<file path="src/rtl/lfsr_pkg.sv">
// lfsr_pkg: state encoding, default LFSR width and a constant clog2 helper
// shared by the range sampler and its FIFO.
`default_nettype none

package lfsr_pkg;

  localparam int LFSR_WIDTH = 9;

  typedef enum logic [1:0] {
    ST_IDLE = 2'd0,
    ST_FILL = 2'd1,
    ST_HOLD = 2'd2
  } state_t;

  function automatic int clog2(input int v);
    int r;
    r = 0;
    while ((1 << r) < v) r++;
    return r;
  endfunction

endpackage

`default_nettype wire

</file>
<file path="src/rtl/sample_fifo.sv">
// sample_fifo: show-ahead synchronous FIFO; head always presents the oldest entry.
// Push is refused while full and pop while empty, so count stays in 0..DEPTH.
`default_nettype none

module sample_fifo
  import lfsr_pkg::*;
#(
  parameter  int DW    = 8,
  parameter  int DEPTH = 4,
  localparam int AW    = clog2(DEPTH),
  localparam int CW    = clog2(DEPTH + 1)
) (
  input  logic          clk,
  input  logic          rst_n,
  input  logic          push,
  input  logic [DW-1:0] push_data,
  input  logic          pop,
  output logic [DW-1:0] head,
  output logic [CW-1:0] count
);

  logic [DW-1:0] r_mem [DEPTH];
  logic [AW-1:0] r_wr_ptr;
  logic [AW-1:0] r_rd_ptr;
  logic [CW-1:0] r_count;
  logic          w_full;
  logic          w_empty;
  logic          w_push;
  logic          w_pop;

  assign w_full  = (r_count == CW'(DEPTH));
  assign w_empty = (r_count == '0);
  // Full refuses a push even when a pop lands in the same cycle.
  assign w_push  = push & ~w_full;
  assign w_pop   = pop & ~w_empty;

  always_ff @(posedge clk or negedge rst_n) begin
    if (!rst_n) begin
      r_wr_ptr <= '0;
      r_rd_ptr <= '0;
      r_count  <= '0;
    end else begin
      if (w_push) r_wr_ptr <= r_wr_ptr + AW'(1);
      if (w_pop)  r_rd_ptr <= r_rd_ptr + AW'(1);
      case ({w_push, w_pop})
        2'b10:   r_count <= r_count + CW'(1);
        2'b01:   r_count <= r_count - CW'(1);
        default: r_count <= r_count;
      endcase
    end
  end

  always_ff @(posedge clk) begin
    if (w_push) r_mem[r_wr_ptr] <= push_data;
  end

  assign head  = r_mem[r_rd_ptr];
  assign count = r_count;

endmodule

`default_nettype wire

</file>
<file path="src/rtl/lfsr_range_sampler.sv">
// lfsr_range_sampler: rejection-samples LFSR words into [0, RANGE-1] with a
// bounded retry count and queues accepted values in a show-ahead FIFO.
`default_nettype none

module lfsr_range_sampler
  import lfsr_pkg::*;
#(
  parameter  int WIDTH     = LFSR_WIDTH,
  parameter  int RANGE     = 160,
  parameter  int DEPTH     = 4,
  parameter  int MAX_TRIES = 8,
  localparam int M         = clog2(RANGE),
  localparam int CW        = clog2(DEPTH + 1)
) (
  input  logic             clk,
  input  logic             rst_n,
  input  logic [WIDTH-1:0] lfsr_data,
  input  logic             en,
  input  logic             out_ready,
  output logic             out_valid,
  output logic [M-1:0]     out_value,
  output logic [CW-1:0]    fifo_count,
  output logic [7:0]       fallback_cnt
);

  localparam int         TW       = clog2(MAX_TRIES) + 1;
  localparam logic [M:0] RANGE_M1 = (M + 1)'(RANGE);

  state_t        r_state;
  state_t        w_state_nxt;
  logic [TW-1:0] r_try;
  logic [7:0]    r_fallback;

  logic [M-1:0]  w_s;
  logic [M-1:0]  w_fold;
  logic [M-1:0]  w_data;
  logic [M-1:0]  w_head;
  logic          w_in_range;
  logic          w_last_try;
  logic          w_sampling;
  logic          w_accept;
  logic          w_forced;
  logic          w_push;
  logic          w_pop;
  logic [CW-1:0] w_next_count;

  generate
    if (WIDTH > M) begin : g_hi_bits
      logic w_unused_hi;
      assign w_unused_hi = ^lfsr_data[WIDTH-1:M];
    end
  endgenerate

  assign w_s        = lfsr_data[M-1:0];
  assign w_in_range = ({1'b0, w_s} < RANGE_M1);
  // 2**M < 2*RANGE, so one subtraction always lands back in range.
  assign w_fold     = w_s - RANGE_M1[M-1:0];
  assign w_last_try = (r_try == TW'(MAX_TRIES - 1));
  assign w_sampling = (r_state == ST_FILL) & en;
  assign w_accept   = w_sampling & (w_in_range | w_last_try);
  assign w_forced   = w_sampling & ~w_in_range & w_last_try;
  assign w_data     = w_in_range ? w_s : w_fold;

  assign w_push       = w_accept & (fifo_count != CW'(DEPTH));
  assign w_pop        = out_valid & out_ready;
  assign w_next_count = fifo_count + CW'(w_push) - CW'(w_pop);

  sample_fifo #(
    .DW    (M),
    .DEPTH (DEPTH)
  ) u_fifo (
    .clk       (clk),
    .rst_n     (rst_n),
    .push      (w_push),
    .push_data (w_data),
    .pop       (w_pop),
    .head      (w_head),
    .count     (fifo_count)
  );

  always_comb begin
    w_state_nxt = r_state;
    case (r_state)
      ST_IDLE: if (en) w_state_nxt = ST_FILL;
      ST_FILL: begin
        if (!en)                                w_state_nxt = ST_IDLE;
        else if (w_next_count == CW'(DEPTH))    w_state_nxt = ST_HOLD;
      end
      ST_HOLD: begin
        if (!en)                                w_state_nxt = ST_IDLE;
        else if (w_next_count < CW'(DEPTH))     w_state_nxt = ST_FILL;
      end
      default: w_state_nxt = ST_IDLE;
    endcase
  end

  always_ff @(posedge clk or negedge rst_n) begin
    if (!rst_n) begin
      r_state    <= ST_IDLE;
      r_try      <= '0;
      r_fallback <= '0;
    end else begin
      r_state <= w_state_nxt;
      // Outside active sampling (IDLE, HOLD, en low) the retry budget is refreshed.
      if (!w_sampling || w_accept) r_try <= '0;
      else                         r_try <= r_try + TW'(1);
      if (w_forced && r_fallback != 8'hFF) r_fallback <= r_fallback + 8'd1;
    end
  end

  assign out_valid    = (fifo_count != '0);
  assign out_value    = out_valid ? w_head : '0;
  assign fallback_cnt = r_fallback;

endmodule

`default_nettype wire
</file>
<file path="config.mk">
export PLATFORM = sky130hd
export DESIGN_NAME = lfsr_range_sampler
export DESIGN_NICKNAME = d
export VERILOG_FILES = /design/src/rtl/lfsr_pkg.sv /design/src/rtl/sample_fifo.sv /design/src/rtl/lfsr_range_sampler.sv
export SDC_FILE = /design/constraint.sdc
export NUM_CORES = 1
export LEC_CHECK = 0
export ABC_AREA = 0
export CAP_MARGIN = 20
export CORE_ASPECT_RATIO = 2
export CORE_MARGIN = 2
export CORE_UTILIZATION = 40
export CTS_BUF_LIST = sky130_fd_sc_hd__clkbuf_8
export CTS_CLUSTER_SIZE = 30
export DETAILED_ROUTE_END_ITERATION = 8
export HOLD_SLACK_MARGIN = 0.03
export PLACE_DENSITY = 0.7
export SLEW_MARGIN = 20
export SYNTH_ARGS = -nofsm -noshare
export SYNTH_HDL_FRONTEND = slang
export SYNTH_SLANG_ARGS = --single-unit
</file>
<file path="constraint.sdc">
create_clock -name clk -period 3 [get_ports clk]
set_input_delay 0.9 -clock clk [delete_from_list [all_inputs] [get_ports clk]]
set_output_delay 0.9 -clock clk [all_outputs]
set_load 0.03 [all_outputs]
</file>
==> out/metrics.yaml <==
critPathCapture: "r_state[0]"
final_cell_mix: "32 x edfxtp_1, 23 x buf_4, 21 x dfrtp_1"
total_leakage_power_nw: 1.340
synth_top_area_share_pct: 39.12
clkSlewWorstSetupHoldPaths_ns: 0.09
endpoint_kind: "register"
cp-startpoint: "lfsr_data[6]"
synth.area.top_cells: "edfxtp_1 39%, dfrtp_1 21%, mux4_2 7.3%, ha_1 5.1%, xor2_1 3.6%"
hold_path_class: "reg -> reg"
netlist_area_um2: 2456
synth_cell_types: 35
p_sw_share_pct: 33.60
tightest_slew_ns: 0.4407
area_growth_pct: 29.50
start_kind: "primary input"
fmax_mhz: 340.5
use_met2_pct: 28.72
power_frac_clock_pct: 21.4
layout.nets: 247
clock_sinks: 53
die_w_um: 59.41
via_per_inst: 5.087
status: "completed"
finalSetupTns_ns: 0
rr_endpoint: "r_state[0]"
ir_drop_uv: 313.5
required_ns: 3.20
numCtsBuffers: 5
grtUsageMet3_pct: 3.037
portBuffers: 31
synthesis.instances: 164
nFillCells: 499
cts_root_buf: "clkbuf_8"
grt_max_degree: 22
clk_latency_ns: 0.31
sequentialPowerShare_pct: 35.7
reg2reg_from: "r_try[0]"
clock_skew_ns: 0.006445
vias: 1455
antenna_found_initial: 0
finalCritPeriodShare_pct: 97.89
coreArea_um2: 5956
synth_largest_area_cell: "edfxtp_1"
grt_pass1_vias: 1583
dp_cells: 276
drtAntennaViolNets: 0
num_rows: 40
ios: 33
path_class: "in -> reg"
drive_gt1_share_pct: 26.91
wire_per_inst_um: 15.76
hold_buffers: 0
use_met1_pct: 13.09
synth-seq-cells: 53
htreeDepth: 2
finalSetupViolCount: 0
fin_cells: 286
p_comb_share_pct: 43.0
final_common_cell: "edfxtp_1"
drt-initial-drc-count: 41
drcViolationCount: 0
syn_avg_cell_area_um2: 14.98
die-area_um2: 6821
grt_pass1_wl_um: 7231
top_usage_layer: "met2"
drt_wl_total_um: 4507
intPower_w: 0.001775
reg2regPathDepth: 14
first_pass_iters: 4
critical_path_arrival_ns: 3.14
synth_nets: 189
ctsLongestPathBuffers: 2
hpwl_um: 3344
p_sw_w: 0.0008984
yosysSeqAreaShare_pct: 60.52
gp_congestion: 0.7300
grt_use_total_pct: 14.65
finalHoldViolations: 0
cts_tree: "built"
grt_remaining_overflow: 0
crit_path_max_fanout: 5
pwr_density_cell_nw_per_um2: 840.7
ff2ff_setup_slack_ns: 0.13
period_minus_slack_ns: 2.937
whs_ns: 0.4879
drv_slew: 0
antennaDiodeCount: 0
dieHeight_um: 114.8
relSlewSlack_pct: 70.62
initial_core_util_pct: 41.24
max_cap_viol_count: 0
yosysWarnings: 0
-- cell usage after synthesis --
| cell | instances |
|---|---|
| edfxtp_1 | 32 |
| dfrtp_1 | 21 |
| and2_1 | 13 |
| inv_1 | 11 |
| ha_1 | 10 |
| xor2_1 | 10 |
| mux4_2 | 8 |
| xnor2_1 | 6 |
| nand3_1 | 5 |
| nor2_1 | 5 |
| nand2_1 | 4 |
| a21oi_1 | 3 |
| and3_1 | 3 |
| nor3_1 | 3 |
| nor4_2 | 3 |
| clkbuf_1 | 2 |
| fa_1 | 2 |
| mux2i_1 | 2 |
| nand3b_1 | 2 |
| nor2_2 | 2 |
| o21ai_0 | 2 |
| or3_1 | 2 |
| a311oi_2 | 1 |
| a31oi_1 | 1 |
| buf_2 | 1 |
| buf_6 | 1 |
| mux2_1 | 1 |
| mux2_2 | 1 |
| nand2b_1 | 1 |
| nand3b_4 | 1 |
| nand4_1 | 1 |
| nor2b_1 | 1 |
| nor4b_4 | 1 |
| o21a_1 | 1 |
| o21ai_2 | 1 |
-- how the worst min path moves through the flow --
stage / from / end / slack (ns) / cells after the start
floorplan: r_try[0] / r_try[0] / 0.43 / 1
global placement: r_try[0] / r_try[0] / 0.45 / 1
detailed placement: r_try[0] / r_try[0] / 0.48 / 1
CTS: r_try[0] / r_try[0] / 0.49 / 1
global route: r_try[0] / r_try[0] / 0.51 / 1
finish: r_try[0] / r_try[0] / 0.49 / 1
-- flip-flops by register name, indices dropped and copies added (netlist names) --
name and flops:
u_fifo.count 3, u_fifo.r_rd_ptr 2, u_fifo.r_wr_ptr 2, r_try 4, r_state 2, u_fifo.r_mem 32, fallback_cnt 8
-- critical path: stages --
cell and delay [ns]:
buf_6 0.11, o21ai_4 0.20, nor2b_4 0.06, a311oi_2 0.26, inv_1 0.08, ha_1 0.30
inv_1 0.06, ha_2 0.16, inv_2 0.04, fa_2 0.39, xnor2_2 0.21, xnor2_2 0.15
o21ai_1 0.09, and3_1 0.14
-- stage by stage --
step	cell area [µm²]	worst slack (ns)	util [%]	total power, W
final	3181	0.06341	53.40	0.002674
after global routing	3181	-0.01505	53.40	0.002829
after CTS	3138	0.0004967	52.69	0.002677
after detailed placement	3009	-0.6601	50.53	0.002130
after global placement	3009	-0.5862	50.53	0.002099
after floorplan	2466	-0.1504	-	0.001680
-- routing by layer --
metal  wire length (µm)  up-vias
met5                  0        -
met3                119        5
met2               2762       23
li1                   -      704
met1               1535      723
met4                 89        0
-- cells by family after synthesis --
logic type	Yosys count	share of synthesized area, %
buffers and inverters	15	2.649
multiplexers	12	9.068
AO/OA/AOI/OAI	9	2.547
AND/OR/NAND/NOR	47	12.79
flip-flops	53	60.52
XOR/XNOR	16	5.705
adder cells (fa/ha/maj)	12	6.724
-- layout make-up --
cell class / instances / area [µm²] / area share [%]
Clock buffer: 5 / 68.82 / 2.164
Clock inverter: 3 / 68.82 / 2.164
Inverter: 11 / 41.29 / 1.298
Multi-Input combinational cell: 96 / 942.2 / 29.62
Sequential cell: 53 / 1486 / 46.73
Tap cell: 63 / 78.83 / 2.478
Timing Repair Buffer: 55 / 494.2 / 15.54
-- repair_timing --
action / 4_1_cts / 5_1_grt
resized for setup: 11 / 18
buffers inserted: 0 / 2
cloned: 0 / 0
pin swaps: 3 / 8
setup endpoints to repair: 7 / 4
-- power groups by stage --
stage,clock [W],sequential [W],combinational [W]
finish,0.000572,0.000954,0.00115
global route,0.000617,0.000968,0.00124
global placement,0,0.000968,0.00113
detailed placement,0,0.000972,0.00116
floorplan,0,0.000994,0.000686
CTS,0.000590,0.000955,0.00113
No activity file was read; power rests on OpenSTA's default activity.
